File: config.mk
export PLATFORM = sky130hd
export DESIGN_NAME = if_fetch_stage_flat
export DESIGN_NICKNAME = d
export VERILOG_FILES = /design/src/rtl/if_fetch_stage_pkg.sv /design/src/rtl/if_fetch_stage_if.sv /design/src/rtl/if_fetch_stage_fifo.sv /design/src/rtl/if_fetch_stage.sv /design/src/flat_wrapper.sv
export SDC_FILE = /design/constraint.sdc
export NUM_CORES = 1
export LEC_CHECK = 0
export BUFFER_PORTS_ARGS = -buffer_cell sky130_fd_sc_hd__buf_2
export CELL_PAD_IN_SITES_DETAIL_PLACEMENT = 0
export CELL_PAD_IN_SITES_GLOBAL_PLACEMENT = 1
export CORE_MARGIN = 2
export CORE_UTILIZATION = 28
export DETAILED_ROUTE_END_ITERATION = 8
export GPL_TIMING_DRIVEN = 0
export PLACE_DENSITY = 0.57
export SYNTH_ARGS = -nofsm -noshare
export SYNTH_HDL_FRONTEND = slang
export SYNTH_SLANG_ARGS = --single-unit
File: constraint.sdc
create_clock -name clk -period 10.7 [get_ports clk]
set_input_delay 1.605 -clock clk [delete_from_list [all_inputs] [get_ports clk]]
set_output_delay 1.605 -clock clk [all_outputs]
set_load 0.02 [all_outputs]
File: src/rtl/if_fetch_stage_pkg.sv
// Shared types and constants for the instruction-fetch stage.
package if_fetch_stage_pkg;

  localparam logic [31:0] NOP_INST = 32'h0000_0013;

  typedef struct packed {
    logic [31:0] pc;
    logic        epoch;
  } fetch_tag_t;

  typedef struct packed {
    logic [31:0] pc;
    logic [31:0] inst;
  } fetch_entry_t;

endpackage

File: src/rtl/if_fetch_stage_if.sv
// Instruction-memory request/response port and the fetch-to-decode port.
interface if_fetch_stage_if;

  logic        imem_req_valid;
  logic [31:0] imem_req_addr;
  logic        imem_req_ready;
  logic        imem_resp_valid;
  logic [31:0] imem_resp_data;

  logic        if_id_valid_inst;
  logic        if_id_ready;
  logic [31:0] if_id_PC;
  logic [31:0] if_id_NPC;
  logic [31:0] if_id_IR;

  modport master (
    output imem_req_valid, imem_req_addr,
    input  imem_req_ready, imem_resp_valid, imem_resp_data,
    output if_id_valid_inst, if_id_PC, if_id_NPC, if_id_IR,
    input  if_id_ready
  );

  modport slave (
    input  imem_req_valid, imem_req_addr,
    output imem_req_ready, imem_resp_valid, imem_resp_data,
    input  if_id_valid_inst, if_id_PC, if_id_NPC, if_id_IR,
    output if_id_ready
  );

endinterface

File: src/rtl/if_fetch_stage_fifo.sv
// Synchronous FIFO with flush; DEPTH must be a power of two so pointers wrap naturally.
module fetch_fifo #(
  parameter int WIDTH = 8,
  parameter int DEPTH = 2,
  localparam int PTR_W = (DEPTH > 1) ? $clog2(DEPTH) : 1,
  localparam int CNT_W = $clog2(DEPTH) + 1
) (
  input  logic             clk,
  input  logic             rst,
  input  logic             flush,
  input  logic             push,
  input  logic [WIDTH-1:0] din,
  input  logic             pop,
  output logic [WIDTH-1:0] dout,
  output logic             full,
  output logic             empty,
  output logic [CNT_W-1:0] count
);

  logic [WIDTH-1:0] mem_q [DEPTH];
  logic [WIDTH-1:0] mem_d [DEPTH];
  logic [PTR_W-1:0] wr_ptr_q, wr_ptr_d;
  logic [PTR_W-1:0] rd_ptr_q, rd_ptr_d;
  logic [CNT_W-1:0] count_q, count_d;
  logic             do_push, do_pop;

  assign empty = (count_q == '0);
  assign full  = (count_q == CNT_W'(DEPTH));
  assign dout  = mem_q[rd_ptr_q];
  assign count = count_q;

  // A push into a full FIFO is accepted only when the head leaves in the same cycle.
  always_comb begin
    do_pop   = pop & ~empty;
    do_push  = push & (~full | do_pop);
    mem_d    = mem_q;
    wr_ptr_d = wr_ptr_q;
    rd_ptr_d = rd_ptr_q;
    count_d  = count_q;
    if (flush) begin
      wr_ptr_d = '0;
      rd_ptr_d = '0;
      count_d  = '0;
    end else begin
      if (do_push) begin
        mem_d[wr_ptr_q] = din;
        wr_ptr_d        = wr_ptr_q + 1'b1;
      end
      if (do_pop) rd_ptr_d = rd_ptr_q + 1'b1;
      count_d = count_q + CNT_W'(do_push) - CNT_W'(do_pop);
    end
  end

  always_ff @(posedge clk) begin
    if (!rst) begin
      wr_ptr_q <= '0;
      rd_ptr_q <= '0;
      count_q  <= '0;
    end else begin
      wr_ptr_q <= wr_ptr_d;
      rd_ptr_q <= rd_ptr_d;
      count_q  <= count_d;
    end
  end

  always_ff @(posedge clk) begin
    mem_q <= mem_d;
  end

endmodule

File: src/rtl/if_fetch_stage.sv
// Instruction-fetch stage: credit-limited word fetch, in-order response buffering,
// and epoch-based squashing of younger fetches on an EX redirect.
module if_fetch_stage
  import if_fetch_stage_pkg::*;
#(
  parameter logic [31:0] RESET_PC  = 32'h0000_0000,
  parameter int          BUF_DEPTH = 2
) (
  input  logic                  clk,
  input  logic                  rst,
  input  logic                  ex_take_branch_in,
  input  logic [31:0]           ex_target_PC_in,
  if_fetch_stage_if.master      bus
);

  localparam int              CNT_W   = $clog2(BUF_DEPTH) + 1;
  localparam logic [CNT_W:0]  CREDITS = (CNT_W+1)'(BUF_DEPTH);

  logic [31:0]      fetch_pc_q, fetch_pc_d;
  logic             epoch_q, epoch_d;
  fetch_tag_t       tag_in, tag_out;
  fetch_entry_t     ent_in, ent_out;
  logic             tag_full, tag_empty, buf_full, buf_empty;
  logic [CNT_W-1:0] outstanding, buf_count;
  logic [CNT_W:0]   in_use;
  logic             req_valid, req_fire, resp_take, resp_keep;
  logic             buf_push, buf_pop, out_valid;

  // Every in-flight request owns a buffer slot, so responses can never overflow.
  assign in_use = {1'b0, outstanding} + {1'b0, buf_count};

  always_comb begin
    req_valid  = (in_use < CREDITS) & ~ex_take_branch_in & ~tag_full;
    req_fire   = req_valid & bus.imem_req_ready;
    resp_take  = bus.imem_resp_valid & ~tag_empty;
    resp_keep  = resp_take & (tag_out.epoch == epoch_q) & ~ex_take_branch_in;
    out_valid  = ~buf_empty & ~ex_take_branch_in;
    buf_pop    = out_valid & bus.if_id_ready;
    buf_push   = resp_keep & (~buf_full | buf_pop);
    tag_in     = '{pc: fetch_pc_q, epoch: epoch_q};
    ent_in     = '{pc: tag_out.pc, inst: bus.imem_resp_data};
    fetch_pc_d = fetch_pc_q;
    epoch_d    = epoch_q;
    if (ex_take_branch_in) begin
      fetch_pc_d = ex_target_PC_in & 32'hFFFF_FFFC;
      epoch_d    = ~epoch_q;
    end else if (req_fire) begin
      fetch_pc_d = fetch_pc_q + 32'd4;
    end
  end

  always_ff @(posedge clk) begin
    if (!rst) begin
      fetch_pc_q <= RESET_PC;
      epoch_q    <= 1'b0;
    end else begin
      fetch_pc_q <= fetch_pc_d;
      epoch_q    <= epoch_d;
    end
  end

  fetch_fifo #(.WIDTH($bits(fetch_tag_t)), .DEPTH(BUF_DEPTH)) u_tag_fifo (
    .clk   (clk),
    .rst   (rst),
    .flush (1'b0),
    .push  (req_fire),
    .din   (tag_in),
    .pop   (resp_take),
    .dout  (tag_out),
    .full  (tag_full),
    .empty (tag_empty),
    .count (outstanding)
  );

  // Redirect flushes the buffer; stale tags stay queued until their responses drain.
  fetch_fifo #(.WIDTH($bits(fetch_entry_t)), .DEPTH(BUF_DEPTH)) u_inst_buf (
    .clk   (clk),
    .rst   (rst),
    .flush (ex_take_branch_in),
    .push  (buf_push),
    .din   (ent_in),
    .pop   (buf_pop),
    .dout  (ent_out),
    .full  (buf_full),
    .empty (buf_empty),
    .count (buf_count)
  );

  assign bus.imem_req_valid   = req_valid;
  assign bus.imem_req_addr    = fetch_pc_q;
  assign bus.if_id_valid_inst = out_valid;
  assign bus.if_id_PC         = out_valid ? ent_out.pc          : 32'h0;
  assign bus.if_id_NPC        = out_valid ? ent_out.pc + 32'd4  : 32'h0;
  assign bus.if_id_IR         = out_valid ? ent_out.inst        : NOP_INST;

  a_credit_bound: assert property (@(posedge clk) disable iff (!rst) in_use <= CREDITS);

endmodule
File: src/flat_wrapper.sv
// flat-port wrapper written by rule: the top's interface ports become plain ports
module if_fetch_stage_flat import if_fetch_stage_pkg::*;
#(
  parameter logic [31:0] RESET_PC  = 32'h0000_0000,
  parameter int          BUF_DEPTH = 2
)
  (clk, rst, ex_take_branch_in, ex_target_PC_in, bus_imem_req_valid, bus_imem_req_addr, bus_imem_req_ready, bus_imem_resp_valid, bus_imem_resp_data, bus_if_id_valid_inst, bus_if_id_PC, bus_if_id_NPC, bus_if_id_IR, bus_if_id_ready);
  if_fetch_stage_if bus_i ();
  input  logic clk;
  input  logic rst;
  input  logic ex_take_branch_in;
  input  logic [31:0] ex_target_PC_in;
  output wire logic [$bits(bus_i.imem_req_valid)-1:0] bus_imem_req_valid;
  output wire logic [$bits(bus_i.imem_req_addr)-1:0] bus_imem_req_addr;
  input wire logic [$bits(bus_i.imem_req_ready)-1:0] bus_imem_req_ready;
  input wire logic [$bits(bus_i.imem_resp_valid)-1:0] bus_imem_resp_valid;
  input wire logic [$bits(bus_i.imem_resp_data)-1:0] bus_imem_resp_data;
  output wire logic [$bits(bus_i.if_id_valid_inst)-1:0] bus_if_id_valid_inst;
  output wire logic [$bits(bus_i.if_id_PC)-1:0] bus_if_id_PC;
  output wire logic [$bits(bus_i.if_id_NPC)-1:0] bus_if_id_NPC;
  output wire logic [$bits(bus_i.if_id_IR)-1:0] bus_if_id_IR;
  input wire logic [$bits(bus_i.if_id_ready)-1:0] bus_if_id_ready;
  assign bus_imem_req_valid = bus_i.imem_req_valid;
  assign bus_imem_req_addr = bus_i.imem_req_addr;
  assign bus_i.imem_req_ready = bus_imem_req_ready;
  assign bus_i.imem_resp_valid = bus_imem_resp_valid;
  assign bus_i.imem_resp_data = bus_imem_resp_data;
  assign bus_if_id_valid_inst = bus_i.if_id_valid_inst;
  assign bus_if_id_PC = bus_i.if_id_PC;
  assign bus_if_id_NPC = bus_i.if_id_NPC;
  assign bus_if_id_IR = bus_i.if_id_IR;
  assign bus_i.if_id_ready = bus_if_id_ready;
  if_fetch_stage #(.RESET_PC(RESET_PC), .BUF_DEPTH(BUF_DEPTH)) u_core (.clk(clk), .rst(rst), .ex_take_branch_in(ex_take_branch_in), .ex_target_PC_in(ex_target_PC_in), .bus(bus_i));
endmodule
== After elaboration in Yosys (flattened, before gate mapping) ==
Cells that the tools add are included.
Word-level totals
  word-level logic and storage cells: 85
  output and inout port bits: 130
  register bits: 235
Operators by class
  add/sub/neg operators: 11
  equal/unequal tests: 3
  bitwise gates (word level): 27
  multiplexer cells: 17
  reduce and logical (&&, ||, !) cells: 7
  order comparisons: 7
Operator list (count)
  $mux 64: 4
  $mux 32: 5
  $mux 33: 4
  $bwmux 128: 1
  $bwmux 66: 1
  $add 32x3->32 const B: 2
  $demux 64 s1: 1
  $demux 33 s1: 1
  $and 1x1->1: 13
  $ge 2x2->1 const B: 4
  $not 1->2: 4
  $not 1->1: 7
  $add 1x1->1 const B: 4
  $add 2x1->2: 2
  $eq 2x2->1 const B: 2
  $logic_not 2->1: 2
  $lt 2x1->1 const B: 2
  $sub 2x1->2: 2
  $add 2x2->3: 1
  $lt 3x2->1 const B: 1
  $or 1x1->1: 3
  $logic_and 1x1->1: 2
  $reduce_and 2->1: 1
  $reduce_bool 2->1: 1
  2 further kinds: 2

== Longest topological paths before layout ==
  word-level depth: 11
  mapped depth: 13
  depth with buffers taken out: 11

== Cells and area by module ==
Synthesis repeated with hierarchy kept, for this count alone.
Unflattened totals
  cells, all modules: 784
  area, all modules: 10725.3 sq um
Modules (own cells, without submodules)
  fetch_fifo (u_core.u_inst_buf): area an instance 5108.6 sq um, cells each 223, seq. area each 3923.8 sq um, instances 1
  if_fetch_stage: area an instance 3009.1 sq um, cells each 428, seq. area each 620.6 sq um, instances 1
  fetch_fifo (u_core.u_tag_fifo): area an instance 2607.5 sq um, cells each 133, seq. area each 2062.0 sq um, instances 1

== Least setup slack after synthesis ==
Ideal clock, no wire load.
  path type: input to register
  start point: in ex_take_branch_in
  end point: reg u_core.u_inst_buf.mem_q[0] in the netlist's numbering (enable)
  stages: 5
  buffers on the path: 2
  arrival time: 4954 ps
  slack: 5263 ps
  setup time: 482 ps
  path through: buf_2 > inv_1 > clkbuf_1 > nand4_1 > nor2_1
Between the ends
  word-level cells in the longest chain between the ends: 7
  elaborated cells between the ends (all ways): 10
Ends and longest elaborated chain
  start: declaration: line flat_wrapper.sv:11  | input logic ex_take_branch_in;
  $not 1->1 (*): line if_fetch_stage.sv:36, if_fetch_stage.sv:37
  $and 1x1->1: line if_fetch_stage.sv:37  | out_valid = ~buf_empty & ~ex_take_branch_in;
  $and 1x1->1: line if_fetch_stage.sv:38  | buf_pop = out_valid & bus.if_id_ready;
  $or 1x1->1 / $and 1x1->1 (equally long branches): line if_fetch_stage.sv:39, if_fetch_stage_fifo.sv:34
  $and 1x1->1 / $or 1x1->1 (equally long branches): line if_fetch_stage.sv:39, if_fetch_stage_fifo.sv:35
  $and 1x1->1: line if_fetch_stage_fifo.sv:35  | do_push = push & (~full | do_pop);
  $reduce_and 2->1 (no source line) (*)
  end signal: assignment: line if_fetch_stage_fifo.sv:67  | mem_q <= mem_d;
  end: declaration: line if_fetch_stage_fifo.sv:20  | logic [WIDTH-1:0] mem_q [DEPTH];
Every way passes the cells marked *; elsewhere a longest branch is shown, timed or not.
A chain may end at the register's enable or synchronous reset.

== Final worst setup path ==
  start point: reg u_core.u_inst_buf.rd_ptr_q
  end point: out bus_if_id_NPC[30]
Between the ends
  word-level cells in the longest chain between the ends: 6
Ends and longest elaborated chain
  start: declaration: line if_fetch_stage_fifo.sv:23  | logic [PTR_W-1:0] rd_ptr_q, rd_ptr_d;
  start signal: assignment: line if_fetch_stage_fifo.sv:61  | rd_ptr_q <= rd_ptr_d;
  $not 1->2 (implied by the code): line if_fetch_stage_fifo.sv:29  | assign dout = mem_q[rd_ptr_q];
  $mux 64 (implied by the code) (3 in a row): line if_fetch_stage_fifo.sv:29
  $add 32x3->32: line if_fetch_stage.sv:93  | assign bus.if_id_NPC = out_valid ? ent_out.pc + 32'd4 : 32'h0;
  $mux 32: line if_fetch_stage.sv:93
  end: declaration: line flat_wrapper.sv:20  | output wire logic [$bits(bus_i.if_id_NPC)-1:0] bus_if_id_NPC;
Every way passes these cells. The select of a mux whose other input is x is not followed.

==> flow_metrics.env <==
export IMPL_synthCells=806
export IMPL_hpwl_um=21200
export IMPL_cts_num_sinks=225
export IMPL_crit_path_max_fanout=10
export IMPL_setup_viol_count_final=0
export IMPL_synth_cell_types=71
export IMPL_final_hold_viol_count=0
export IMPL_setup_tns_ps=0
export IMPL_cts_setup_buffers=0
export IMPL_vias=7098
export IMPL_ctsResizeCount=0
export IMPL_hold_slack_ps=521
export IMPL_fmax_mhz=183
export IMPL_grt_pass1_vias=7033
export IMPL_drt_iter0_drc=360
export IMPL_cts_root_buf="clkbuf_16"
export IMPL_area_growth_pct=23.7
export IMPL_status="completed"
export IMPL_fin_worst_skew_ps=20.5
export IMPL_critical_path_endpoint_type="primary output"
export IMPL_fin_crit_sh_pct=51.1
export IMPL_die_area_um2=38300
export IMPL_cts_tree="built"
export IMPL_yosysSeqAreaShare_pct=61.9
export IMPL_die_w_um=196
export IMPL_antenna_found_initial=0
export IMPL_clk_insertion_delay_late_ps=530
export IMPL_grt_ovfl_total=0
export IMPL_ir_worst_vdd_mv=0.125
export IMPL_crit_type="flip-flop to primary output"
export IMPL_ios=200
export IMPL_dp_cells=1473
export IMPL_rows=70
export IMPL_hold_class="flip-flop to flip-flop"
export IMPL_io_buffer_count=189
export IMPL_ctsHoldBuffers=0
export IMPL_final_nets=1109
export IMPL_crit_required_ps=9100
export IMPL_start_util_pct=28.3
export IMPL_drc_errors=0
export IMPL_arrival_ps=3870
export IMPL_p_leak_nw=4.62
export IMPL_rsz0062_at_grt="false"
export IMPL_synth_yosys_warnings=0
export IMPL_cts_max_level=1
export IMPL_synth_area_um2=10300
export IMPL_maxCapViolCount=0
export IMPL_syn_avg_cell_area_um2=12.8
export IMPL_cp_start_kind="flip-flop"
export IMPL_clkSlewWorstSetupHoldPaths_ps=60
export IMPL_drv_slew=0
export IMPL_grtUsageTotal_pct=14.5
export IMPL_gp_congestion=0.770
export IMPL_via_per_inst=4.67
export IMPL_drive_gt1_share_pct=30.4
export IMPL_yosysTopAreaCell="edfxtp_1"
export IMPL_drtPass1Iterations=5
export IMPL_relSlewSlack_pct=46.8
export IMPL_n_antenna_cell=0
export IMPL_core_area_um2=36300
export IMPL_synth_flop_cell="edfxtp_1"
export IMPL_drt_total_wl_um=28500
export IMPL_synth_top_area_share_pct=54.3
export IMPL_async_reset_ff_share_pct=0
export IMPL_grt_pass1_wl_um=42700
export IMPL_synth_area_leaders="edfxtp_1 54%, dfxtp_1 7.6%, mux2i_1 5.5%, mux2_2 4.2%, nor2_1 3.9%"
export IMPL_cts_path_max_buffers=3
export IMPL_grt_max_degree=32
export IMPL_final_cells=1519
export IMPL_worst_slew_pin_transition_ps=793
export IMPL_finalCriticalPeriod_ps=5470
export IMPL_cts_buffers=25
export IMPL_p_per_area_nw_per_um2=171
export IMPL_ys_seq_elements=225
export IMPL_wl_per_cell_um=18.8
export IMPL_drtAntennaViolNets=0
export IMPL_die_h_um=196
export IMPL_synth_edf_count=186
-- placed cells by master, fill, tap and decap left out, types with 4 or more instances in the layout --
cell type | netlist | routed
and2_1 | 10 | 10
o31a_1 | 5 | 5
nand3_1 | 22 | 22
buf_4 | 11 | 11
nor2_1 | 106 | 103
xor2_1 | 14 | 14
buf_1 | 4 | 4
clkbuf_16 | 0 | 25
clkbuf_1 | 18 | 28
xnor2_1 | 20 | 20
nand3b_1 | 5 | 5
nor4_1 | 7 | 7
o31ai_1 | 5 | 5
nor3_1 | 13 | 13
ha_1 | 6 | 6
inv_1 | 13 | 13
nand2b_1 | 4 | 4
a21oi_1 | 16 | 16
nand4b_1 | 4 | 4
buf_12 | 0 | 4
mux2_2 | 38 | 38
nand2_1 | 51 | 51
and3_1 | 8 | 7
conb_1 | 1 | 6
edfxtp_1 | 186 | 186
o21a_1 | 5 | 5
a211oi_1 | 6 | 6
mux2i_1 | 56 | 56
clkinv_2 | 0 | 4
dfxtp_1 | 39 | 39
a31oi_1 | 16 | 16
o21ai_0 | 24 | 24
nand4_1 | 20 | 20
buf_2 | 9 | 198
-- final cells by class --
type                       count  area [um2]
fill                        3622       23600
sequential                   225        6370
multi-input combinational    526        3650
timing repair buffer         194        1050
clock buffer                  36         677
tap                          468         586
buffer                        46         260
clock inverter                10        81.3
inverter                      14        52.6
-- cells in the mapped netlist, types with 14 or more instances --
cell type,number
a31oi_1,16
nand4_1,20
mux2i_1,56
o21ai_0,24
mux2_2,38
nand2_1,51
nand3_1,22
dfxtp_1,39
edfxtp_1,186
a21oi_1,16
clkbuf_1,18
xnor2_1,20
xor2_1,14
nor2_1,106
-- metal layers --
metal	vias up	part of all wire [%]	track usage (%)
met4	0	1.9	3.28
met5	-	0	0
met1	3413	48	20.1
met3	35	4.9	2.49
met2	198	45	23.8
li1	3452	-	-
-- metrics by stage --
step	total power [mW]	setup slack (ps)	cell area, um2	util (%)
floorplan	1.29	5260	10300	-
global placement	1.40	2880	11800	32.6
detailed placement	1.41	5300	12000	32.9
CTS	2.21	5090	12700	35.0
global route	2.27	4940	12700	35.0
finish	2.18	5230	12700	35.0
-- final timing paths --
path / startpoint / end / slack, ps / cells past startpoint
max: u_core.u_inst_buf.rd_ptr_q$_SDFFE_PP0P_ / bus_if_id_NPC[30] / 5230 / 11
min: u_core.epoch_q$_SDFFE_PN0P_ / u_core.u_tag_fifo.mem_q[33]$_DFFE_PP_ / 520 / 0
max reg2reg: u_core.u_tag_fifo.count[0]$_SDFF_PN0_ / u_core.u_tag_fifo.count[1]$_SDFF_PN0_ / 7750 / 13
min reg2reg: u_core.epoch_q$_SDFFE_PN0P_ / u_core.u_tag_fifo.mem_q[33]$_DFFE_PP_ / 520 / 0
-- power by group --
group | switching, mW | leakage (nW) | internal [mW]
Sequential | 0.0378 | 2.02 | 1.04
Clock | 0.333 | 0.365 | 0.464
Combinational | 0.188 | 2.23 | 0.122
-- cell families (layout without fill, tap and decap cells) --
group                    count (synthesis)  count (layout)  share of synthesized area (%)
AO/OA/AOI/OAI                          102             102                           6.97
flip-flops                             225             225                           61.9
adder cells (fa/ha/maj)                  7               7                          0.925
buffers and inverters                   60             300                           3.04
other                                    1               6                         0.0365
AND/OR/NAND/NOR                        282             282                           14.5
XOR/XNOR                                34              34                           2.90
multiplexers                            95              95                           9.72
-- critical path, cell delays in order (launching register included) --
cell and delay (ps):
dfxtp_1 430, buf_2 290, buf_4 240, buf_2 350, mux2_2 270, ha_1 200
inv_1 90, a211oi_4 500, nand2_2 230, o31a_1 340, nor3_1 180, buf_2 210
-- flip-flops by register name, summed over array words and instances (netlist names) --
| register | cells |
|---|---|
| u_core.u_inst_buf.rd_ptr_q | 1 |
| u_core.u_inst_buf.count | 2 |
| u_core.bus.imem_req_addr | 30 |
| u_core.u_tag_fifo.count | 2 |
| u_core.epoch_q | 1 |
| u_core.u_inst_buf.mem_q | 124 |
| u_core.u_inst_buf.wr_ptr_q | 1 |
| u_core.u_tag_fifo.mem_q | 62 |
| u_core.u_tag_fifo.rd_ptr_q | 1 |
| u_core.u_tag_fifo.wr_ptr_q | 1 |
No activity file was read; power rests on OpenSTA's default activity.
